==> src/rtl/serial_frame_receiver.sv <==
// serial_frame_receiver
//   Receive end of the lab's single-wire serial link. The line is brought
//   into the clk domain through a 2-flop synchronizer, a start bit is
//   validated at its midpoint, DATA_BITS data bits are shifted in LSB first
//   (one mid-bit sample each), and the stop bit is checked. Good frames are
//   presented on q with a one-cycle valid strobe.
//
//   Optional feature macro: PARITY_CHECK_EN
//     defined   -> an even-parity bit follows the data bits; adds parityErr
//     undefined -> frame is start + DATA_BITS data + stop, no parityErr port
//
//   Ports
//     clk        in   system clock, rising edge
//     resetBar   in   asynchronous reset, active-low
//     d          in   serial line, idles high, asynchronous to clk
//     q          out  data of the last good frame, held until the next one
//     valid      out  one-cycle strobe, q updated this cycle
//     frameErr   out  one-cycle strobe, stop bit sampled low
//     busy       out  high from start detect until the FSM is back in IDLE
//     parityErr  out  one-cycle strobe, parity mismatch (PARITY_CHECK_EN only)
//
//   state  | meaning
//   -------+------------------------------------------------------------
//   IDLE   | line idle, waiting for ds low
//   START  | timing to the middle of the start bit to confirm it
//   DATA   | sampling DATA_BITS data bits, one per bit period
//   PAR    | sampling the parity bit
//   STOP   | sampling the stop bit, issuing the frame result strobe
//   BREAK  | stop bit was low; wait for the line to return high

module serial_frame_receiver #(
    parameter int DATA_BITS    = 8,
    parameter int CLKS_PER_BIT = 16
) (
    input  logic                 clk,
    input  logic                 resetBar,
    input  logic                 d,
    output logic [DATA_BITS-1:0] q,
    output logic                 valid,
    output logic                 frameErr,
    output logic                 busy
`ifdef PARITY_CHECK_EN
    ,
    output logic                 parityErr
`endif
);

    localparam int TW = $clog2(CLKS_PER_BIT);
    localparam int BW = $clog2(DATA_BITS + 1);

    typedef enum logic [2:0] {
        S_IDLE,
        S_START,
        S_DATA,
        S_PAR,
        S_STOP,
        S_BREAK
    } state_t;

    state_t                 state_q, state_d;
    logic                   sync1_q, sync2_q;
    logic                   ds;
    logic [TW-1:0]          timer_q, timer_d;
    logic [BW-1:0]          bit_idx_q, bit_idx_d;
    logic [DATA_BITS-1:0]   shift_q, shift_d;
    logic [DATA_BITS-1:0]   data_q, data_d;
    logic                   valid_q, valid_d;
    logic                   frame_err_q, frame_err_d;
    logic                   bit_done;
    logic                   mid_start;
`ifdef PARITY_CHECK_EN
    logic                   par_acc_q, par_acc_d;
    logic                   parity_err_q, parity_err_d;
`endif

    // Both sync flops reset high so the line reads idle out of reset.
    always_ff @(posedge clk or negedge resetBar) begin
        if (!resetBar) begin
            sync1_q <= 1'b1;
            sync2_q <= 1'b1;
        end else begin
            sync1_q <= d;
            sync2_q <= sync1_q;
        end
    end

    assign ds        = sync2_q;
    assign bit_done  = (timer_q == TW'(CLKS_PER_BIT - 1));
    assign mid_start = (timer_q == TW'(CLKS_PER_BIT / 2 - 1));

    always_ff @(posedge clk or negedge resetBar) begin
        if (!resetBar) begin
            state_q      <= S_IDLE;
            timer_q      <= '0;
            bit_idx_q    <= '0;
            shift_q      <= '0;
            data_q       <= '0;
            valid_q      <= 1'b0;
            frame_err_q  <= 1'b0;
`ifdef PARITY_CHECK_EN
            par_acc_q    <= 1'b0;
            parity_err_q <= 1'b0;
`endif
        end else begin
            state_q      <= state_d;
            timer_q      <= timer_d;
            bit_idx_q    <= bit_idx_d;
            shift_q      <= shift_d;
            data_q       <= data_d;
            valid_q      <= valid_d;
            frame_err_q  <= frame_err_d;
`ifdef PARITY_CHECK_EN
            par_acc_q    <= par_acc_d;
            parity_err_q <= parity_err_d;
`endif
        end
    end

    always_comb begin
        state_d      = state_q;
        timer_d      = timer_q + TW'(1);
        bit_idx_d    = bit_idx_q;
        shift_d      = shift_q;
        data_d       = data_q;
        valid_d      = 1'b0;
        frame_err_d  = 1'b0;
`ifdef PARITY_CHECK_EN
        par_acc_d    = par_acc_q;
        parity_err_d = 1'b0;
`endif

        case (state_q)
            S_IDLE: begin
                timer_d = '0;
                if (!ds) begin
                    state_d = S_START;
                end
            end

            S_START: begin
                if (mid_start) begin
                    timer_d = '0;
                    if (!ds) begin
                        bit_idx_d = '0;
`ifdef PARITY_CHECK_EN
                        par_acc_d = 1'b0;
`endif
                        state_d   = S_DATA;
                    end else begin
                        state_d = S_IDLE;
                    end
                end
            end

            S_DATA: begin
                if (bit_done) begin
                    timer_d = '0;
                    // New bit enters at the MSB so bit 0 ends up at the LSB.
                    shift_d                = shift_q >> 1;
                    shift_d[DATA_BITS-1]   = ds;
`ifdef PARITY_CHECK_EN
                    par_acc_d = par_acc_q ^ ds;
`endif
                    if (bit_idx_q == BW'(DATA_BITS - 1)) begin
`ifdef PARITY_CHECK_EN
                        state_d = S_PAR;
`else
                        state_d = S_STOP;
`endif
                    end else begin
                        bit_idx_d = bit_idx_q + BW'(1);
                    end
                end
            end

            S_PAR: begin
                if (bit_done) begin
                    timer_d = '0;
`ifdef PARITY_CHECK_EN
                    par_acc_d = par_acc_q ^ ds;
`endif
                    state_d = S_STOP;
                end
            end

            S_STOP: begin
                if (bit_done) begin
                    timer_d = '0;
                    if (ds) begin
`ifdef PARITY_CHECK_EN
                        if (par_acc_q) begin
                            parity_err_d = 1'b1;
                        end else begin
                            data_d  = shift_q;
                            valid_d = 1'b1;
                        end
`else
                        data_d  = shift_q;
                        valid_d = 1'b1;
`endif
                        state_d = S_IDLE;
                    end else begin
                        // A low stop bit outranks any parity result.
                        frame_err_d = 1'b1;
                        state_d     = S_BREAK;
                    end
                end
            end

            S_BREAK: begin
                timer_d = '0;
                if (ds) begin
                    state_d = S_IDLE;
                end
            end

            default: begin
                timer_d = '0;
                state_d = S_IDLE;
            end
        endcase
    end

    assign q        = data_q;
    assign valid    = valid_q;
    assign frameErr = frame_err_q;
    assign busy     = (state_q != S_IDLE);
`ifdef PARITY_CHECK_EN
    assign parityErr = parity_err_q;
`endif

endmodule

==> config.mk <==
export PLATFORM = sky130hd
export DESIGN_NAME = serial_frame_receiver
export DESIGN_NICKNAME = d
export VERILOG_FILES = /design/src/rtl/serial_frame_receiver.sv
export SDC_FILE = /design/constraint.sdc
export NUM_CORES = 1
export LEC_CHECK = 0
export CAP_MARGIN = 40
export CORE_UTILIZATION = 45
export CTS_BUF_LIST = sky130_fd_sc_hd__clkbuf_8
export DETAILED_ROUTE_END_ITERATION = 12
export GPL_TIMING_DRIVEN = 0
export PLACE_DENSITY = 0.74
export RECOVER_POWER = 100
export SYNTH_ARGS = -nofsm -noshare
export SYNTH_HDL_FRONTEND = slang
export SYNTH_SLANG_ARGS = --single-unit
==> constraint.sdc <==
create_clock -name clk -period 4.9 [get_ports clk]
set_input_delay 0.98 -clock clk [delete_from_list [all_inputs] [get_ports clk]]
set_output_delay 0.98 -clock clk [all_outputs]
set_load 0.02 [all_outputs]
### Yosys cells after proc, flatten, opt, wreduce, memory -nomap -nowiden

Cells that the tools add are included.

| storage, ports and cells | value |
|---|---|
| bits in latches | 0 |
| bits of input ports | 3 |
| memories | 0 |
| register bits after elaboration | 31 |
| ROM bits | 0 |
| output and inout port bits | 11 |
| logic and storage cells | 60 |
| memory bits (writable) | 0 |

| cells by class | value |
|---|---|
| divide/modulo/power cells | 0 |
| $mul | 0 |
| muxes and demuxes | 24 |
| reduce and logical (&&, ||, !) cells | 8 |
| magnitude comparators | 0 |
| shift operators | 0 |
| bitwise logic cells | 0 |
| add/subtract/negate cells | 2 |
| equal/unequal tests | 17 |

Operators by type and width:

| operator | number |
|---|---|
| 3-bit two-way mux | 8 |
| 4-bit two-way mux | 6 |
| 2-bit inequality test (second input constant) | 9 |
| 3-bit case mux with 6 select lines | 1 |
| 4-bit case mux with 2 select lines | 2 |
| 4-bit by 1-bit adder with 4-bit output (second input constant) | 2 |
| 4-bit by 3-bit == test with 1-bit output (second input constant) | 2 |
| 7-bit AND reduction | 1 |
| 3-bit by 2-bit == test with 1-bit output (second input constant) | 2 |
| 3-bit == test (second input constant) | 2 |
| 1-bit two-way mux | 6 |
| 5-bit AND reduction | 1 |
| 4-bit == test (second input constant) | 1 |
| 3-bit by 1-bit == test with 1-bit output (second input constant) | 1 |
| 3-bit logical NOT | 1 |
| 3-bit AND reduction | 1 |
| 3-bit nonzero test | 1 |
| 3-bit OR reduction | 1 |
| 2-bit two-way mux | 1 |
| 2-bit AND reduction | 1 |
| 2-bit nonzero test | 1 |

### Longest topological paths before layout

| logic depth | value |
|---|---|
| depth after elaboration | 4 |
| gate-level depth with buffers | 6 |
| depth with buffers taken out | 5 |

### Worst setup path after synthesis

No wires, ideal clock.

| path | value |
|---|---|
| kind | register to output |
| start | register state_q[2] |
| end | output busy |
| setup slack | 2925 ps |
| required time | 3920 ps |
| buffers on the path | 1 |
| arrival | 995 ps |
| cell stages (with the launch flop) | 3 |
| path through | dfrtp_1 > buf_2 > or3_1 |

| on the way | value |
|---|---|
| word-level cells in the longest chain between the ends | 1 |

RTL lines:

| what | RTL line | source |
|---|---|---|
| start: declaration | 60 | `state_t state_q, state_d;` |
| start signal: assignment | 105 | `state_q <= state_d;` |
| 3-bit nonzero test | 227 | `assign busy = (state_q != S_IDLE);` |
| end: declaration | 41 | `output logic busy` |

Every way passes these cells.

### Final worst setup path

Same ends and word-level chain as after synthesis.

==> summary.md <==
| Metric | Value |
|---|---|
| Status | `finished clean` |
| Seq cells post-synth | `31` |
| Port Buffer Count | `13` |
| Layout filler cell count | `280` |
| Most frequent cells in the layout | `dfrtp_1 (29), dlygate4sd3_1 (13), mux2_1 (11)` |
| Most common cell after layout, fill and taps aside | `dfrtp_1` |
| DIE HEIGHT | `58.2 microns` |
| Die Footprint | `3380 sq um` |
| Cts repair resizes | `0` |
| Post-route ant nets | `0` |
| Reg2reg setup slack | `2.61 ns` |
| VDD IR max | `0.183 mV` |
| ANT cells | `0` |
| Slowest stage delay, CP | `0.66 ns` |
| Post-synthesis cell area | `1420 sq um` |
| Clk_lat worst skew | `0.28 ns` |
| Slowest cell on crit path | `dlygate4sd3_1` |
| Largest family of logic cells by synthesized area | `multiplexers` |
| Starting density of the core | `46.9%` |
| HPWL Detailed | `1690 microns` |
| Critical Path End Type | `output pin` |
| Critical Path Stages | `3` |
| Placed inst area | `1620 sq um` |
| Vias in the first global route | `906` |
| Slew Limit Headroom | `30.4%` |
| Drt drc | `0` |
| WP data required | `3.92 ns` |
| Clk slew on worst S/H paths | `0.06 ns` |
| Setup Viol. Count Final | `0` |
| Die width | `58.2 microns` |
| Post-synthesis compound-gate area fraction | `6.97%` |
| Clock Tree Root | `clkbuf_8` |
| Top_reg_cell synth | `dfrtp_1` |
| Worst hold path type | `flip-flop to flip-flop` |
| Register Area | `778 sq um` |
| Pwr Density | `421 nW/um^2` |
| CTS tree | `yes` |
| Post-synth ARST share | `100%` |
| Startpoint Class | `flip-flop` |
| Dpl ws | `2.43 ns` |
| Via Count | `870` |
| R2R Path Start | `timer_q[0]` |
| I/O pin count | `14` |
| Initial drt markers | `19` |
| Critical Path Sink | `busy` |
| Grt ovf | `0` |
| XOR/XNOR share of the synthesized area | `2.47%` |
| Critical Path Source | `state_q[2]` |
| Drt total wl | `2360 microns` |
| Crit Path Class | `flip-flop to output pin` |
| DR vias/cell | `5.03` |
| Cts bufs inserted | `5` |
| MaxCap Viol Count | `0` |
| CP top delay family | `buffers and inverters` |
| Row Count | `20` |
| Post-Synth Adder-Cell Area | `1.76%` |
| Final Hold Vio Count | `0` |
| Syn nets | `112` |
| Initial antenna violation count | `0` |
| Setup WS post-layout | `1.94 ns` |
| Hold_buf cts | `0` |
| Arrival time at the worst endpoint | `1.98 ns` |
| Unrepaired setup endpoints after global routing | `false` |
| YS warnings | `0` |
| Max Slew Vio Count | `0` |
| Post-CTS Setup Inserts | `0` |
| Total power | `0.687 mW` |
| CTS H-tree lvls | `2` |
| Fin Setup TNS | `0 ns` |
| Synth unique cells | `37` |
| GP Congestion | `0.824` |
| Maximum fanout along the worst path | `10` |
| Mean area per synthesized cell | `13.3 sq um` |
| Syn-to-layout area delta | `15.0%` |
| Wire length per cell | `13.7 microns` |
| Post-synthesis sequential area ratio | `54.9%` |
| Leakage | `0.798 nW` |
| Cells after Synth | `107` |
| Final period utilization | `60.3%` |
| Max Fclk | `338 MHz` |
| First-pass GRT wire length | `4330 microns` |
| First-pass detailed-route iteration total | `4` |
| Register-to-Register Path Depth | `6` |
| Share of cells above drive strength 1 | `15.5%` |
| Number of synthesized flops with an enable pin | `0` |
| Area of the multi-input gates | `549 sq um` |
| Layout Nets | `133` |
| GRT Resource Usage Total | `17.7%` |
| Buf+Inv Stages, Crit Path | `2` |
| CTS max path bufs | `2` |
| Clock sinks | `31` |
| Actual slew at the worst max-slew pin | `1.04 ns` |
| Proportion of synthesized area in mux cells | `17.9%` |
| Core area | `3030 sq um` |
| Post-Synth Simple-Gate Area | `13.0%` |
| Critical-path cell list | `clkbuf_1, or3_1, dlygate4sd3_1` |
| Worst r2r dst | `q[3]` |
| Final instance area | `1630 sq um` |
| Worst clock skew | `0.00332 ns` |
| Largest net degree at the start of global routing | `21` |
| Final min period | `2.96 ns` |
==> through the flow <==
| stage | hold slack (ns) | utilization (%) | cells |
|---|---|---|---|
| 4_1_cts | 0.356 | 56.2 | 173 |
| 2_1_floorplan | 0.345 | - | 107 |
| 3_5_place_dp | 0.347 | 53.5 | 165 |
| 6_report | 0.354 | 53.9 | 173 |
| 3_3_place_gp | 0.346 | 53.0 | 164 |
| 5_1_grt | 0.361 | 53.9 | 173 |
==> layer usage <==
metal,share of wire [%],vias up,track usage [%]
li1,-,421,-
met1,49,429,23.0
met2,47,14,26.3
met3,2.3,6,7.37
met4,1.8,0,7.14
met5,0,-,0
==> area by class of cell <==
type | count | area share (%)
inverters | 3 | 0.690
clock buffers | 5 | 4.22
flip-flops and latches | 31 | 47.7
well taps | 44 | 3.37
multi-input cells | 69 | 33.7
clock inverters | 3 | 0.767
plain buffers | 4 | 1.38
repair buffers | 14 | 8.21
==> Yosys cell counts (all sizes together), types with 3 or more instances <==
cell type / instances / area share, %
mux2: 19 / 17
nand3: 3 / 1.4
nor2: 6 / 1.8
inv: 3 / 0.79
dfrtp: 29 / 51
buf: 4 / 2.3
nand2: 4 / 1.1
a21oi: 3 / 1.3
nor3: 3 / 1.1
o21ai: 5 / 1.8
==> sequential cells by signal, summed over array words and instances, names as in the netlist <==
register	flops
q	8
sync1_q	1
bit_idx_q	4
ds	1
timer_q	4
shift_q	8
state_q	3
valid	1
frameErr	1
==> worst min-delay path by stage <==
stage | slack, ns | endpoint | depth (start not counted) | from
5_1_grt | 0.36 | ds | 0 | sync1_q
2_1_floorplan | 0.35 | ds | 0 | sync1_q
3_3_place_gp | 0.35 | ds | 0 | sync1_q
4_1_cts | 0.36 | ds | 0 | sync1_q
3_5_place_dp | 0.35 | ds | 0 | sync1_q
6_report | 0.35 | ds | 0 | sync1_q
==> worst register-to-register path, delay by kind of cell, from the launching register on <==
| kind | cells | cell delay [ns] |
|---|---|---|
| and+or+nand+nor | 3 | 0.72 |
| muxes | 1 | 0.39 |
| adders and majority gates | 1 | 0.25 |
| DFF | 1 | 0.36 |
| buffers and inverters | 1 | 0.44 |
==> cells by family after synthesis <==
logic type,count (synthesis)
DFF,31
and+or+nand+nor,29
buffers and inverters,7
adders and majority gates,2
xor gates and xnor gates,4
muxes,20
AOI/OAI and AO/OA,14
==> power breakdown <==
group,switching [mW],internal (mW),total [mW]
logic,0.119,0.0857,0.204
clock network,0.0867,0.0951,0.182
registers,0.0189,0.282,0.301
No activity file was read; power rests on OpenSTA's default activity.
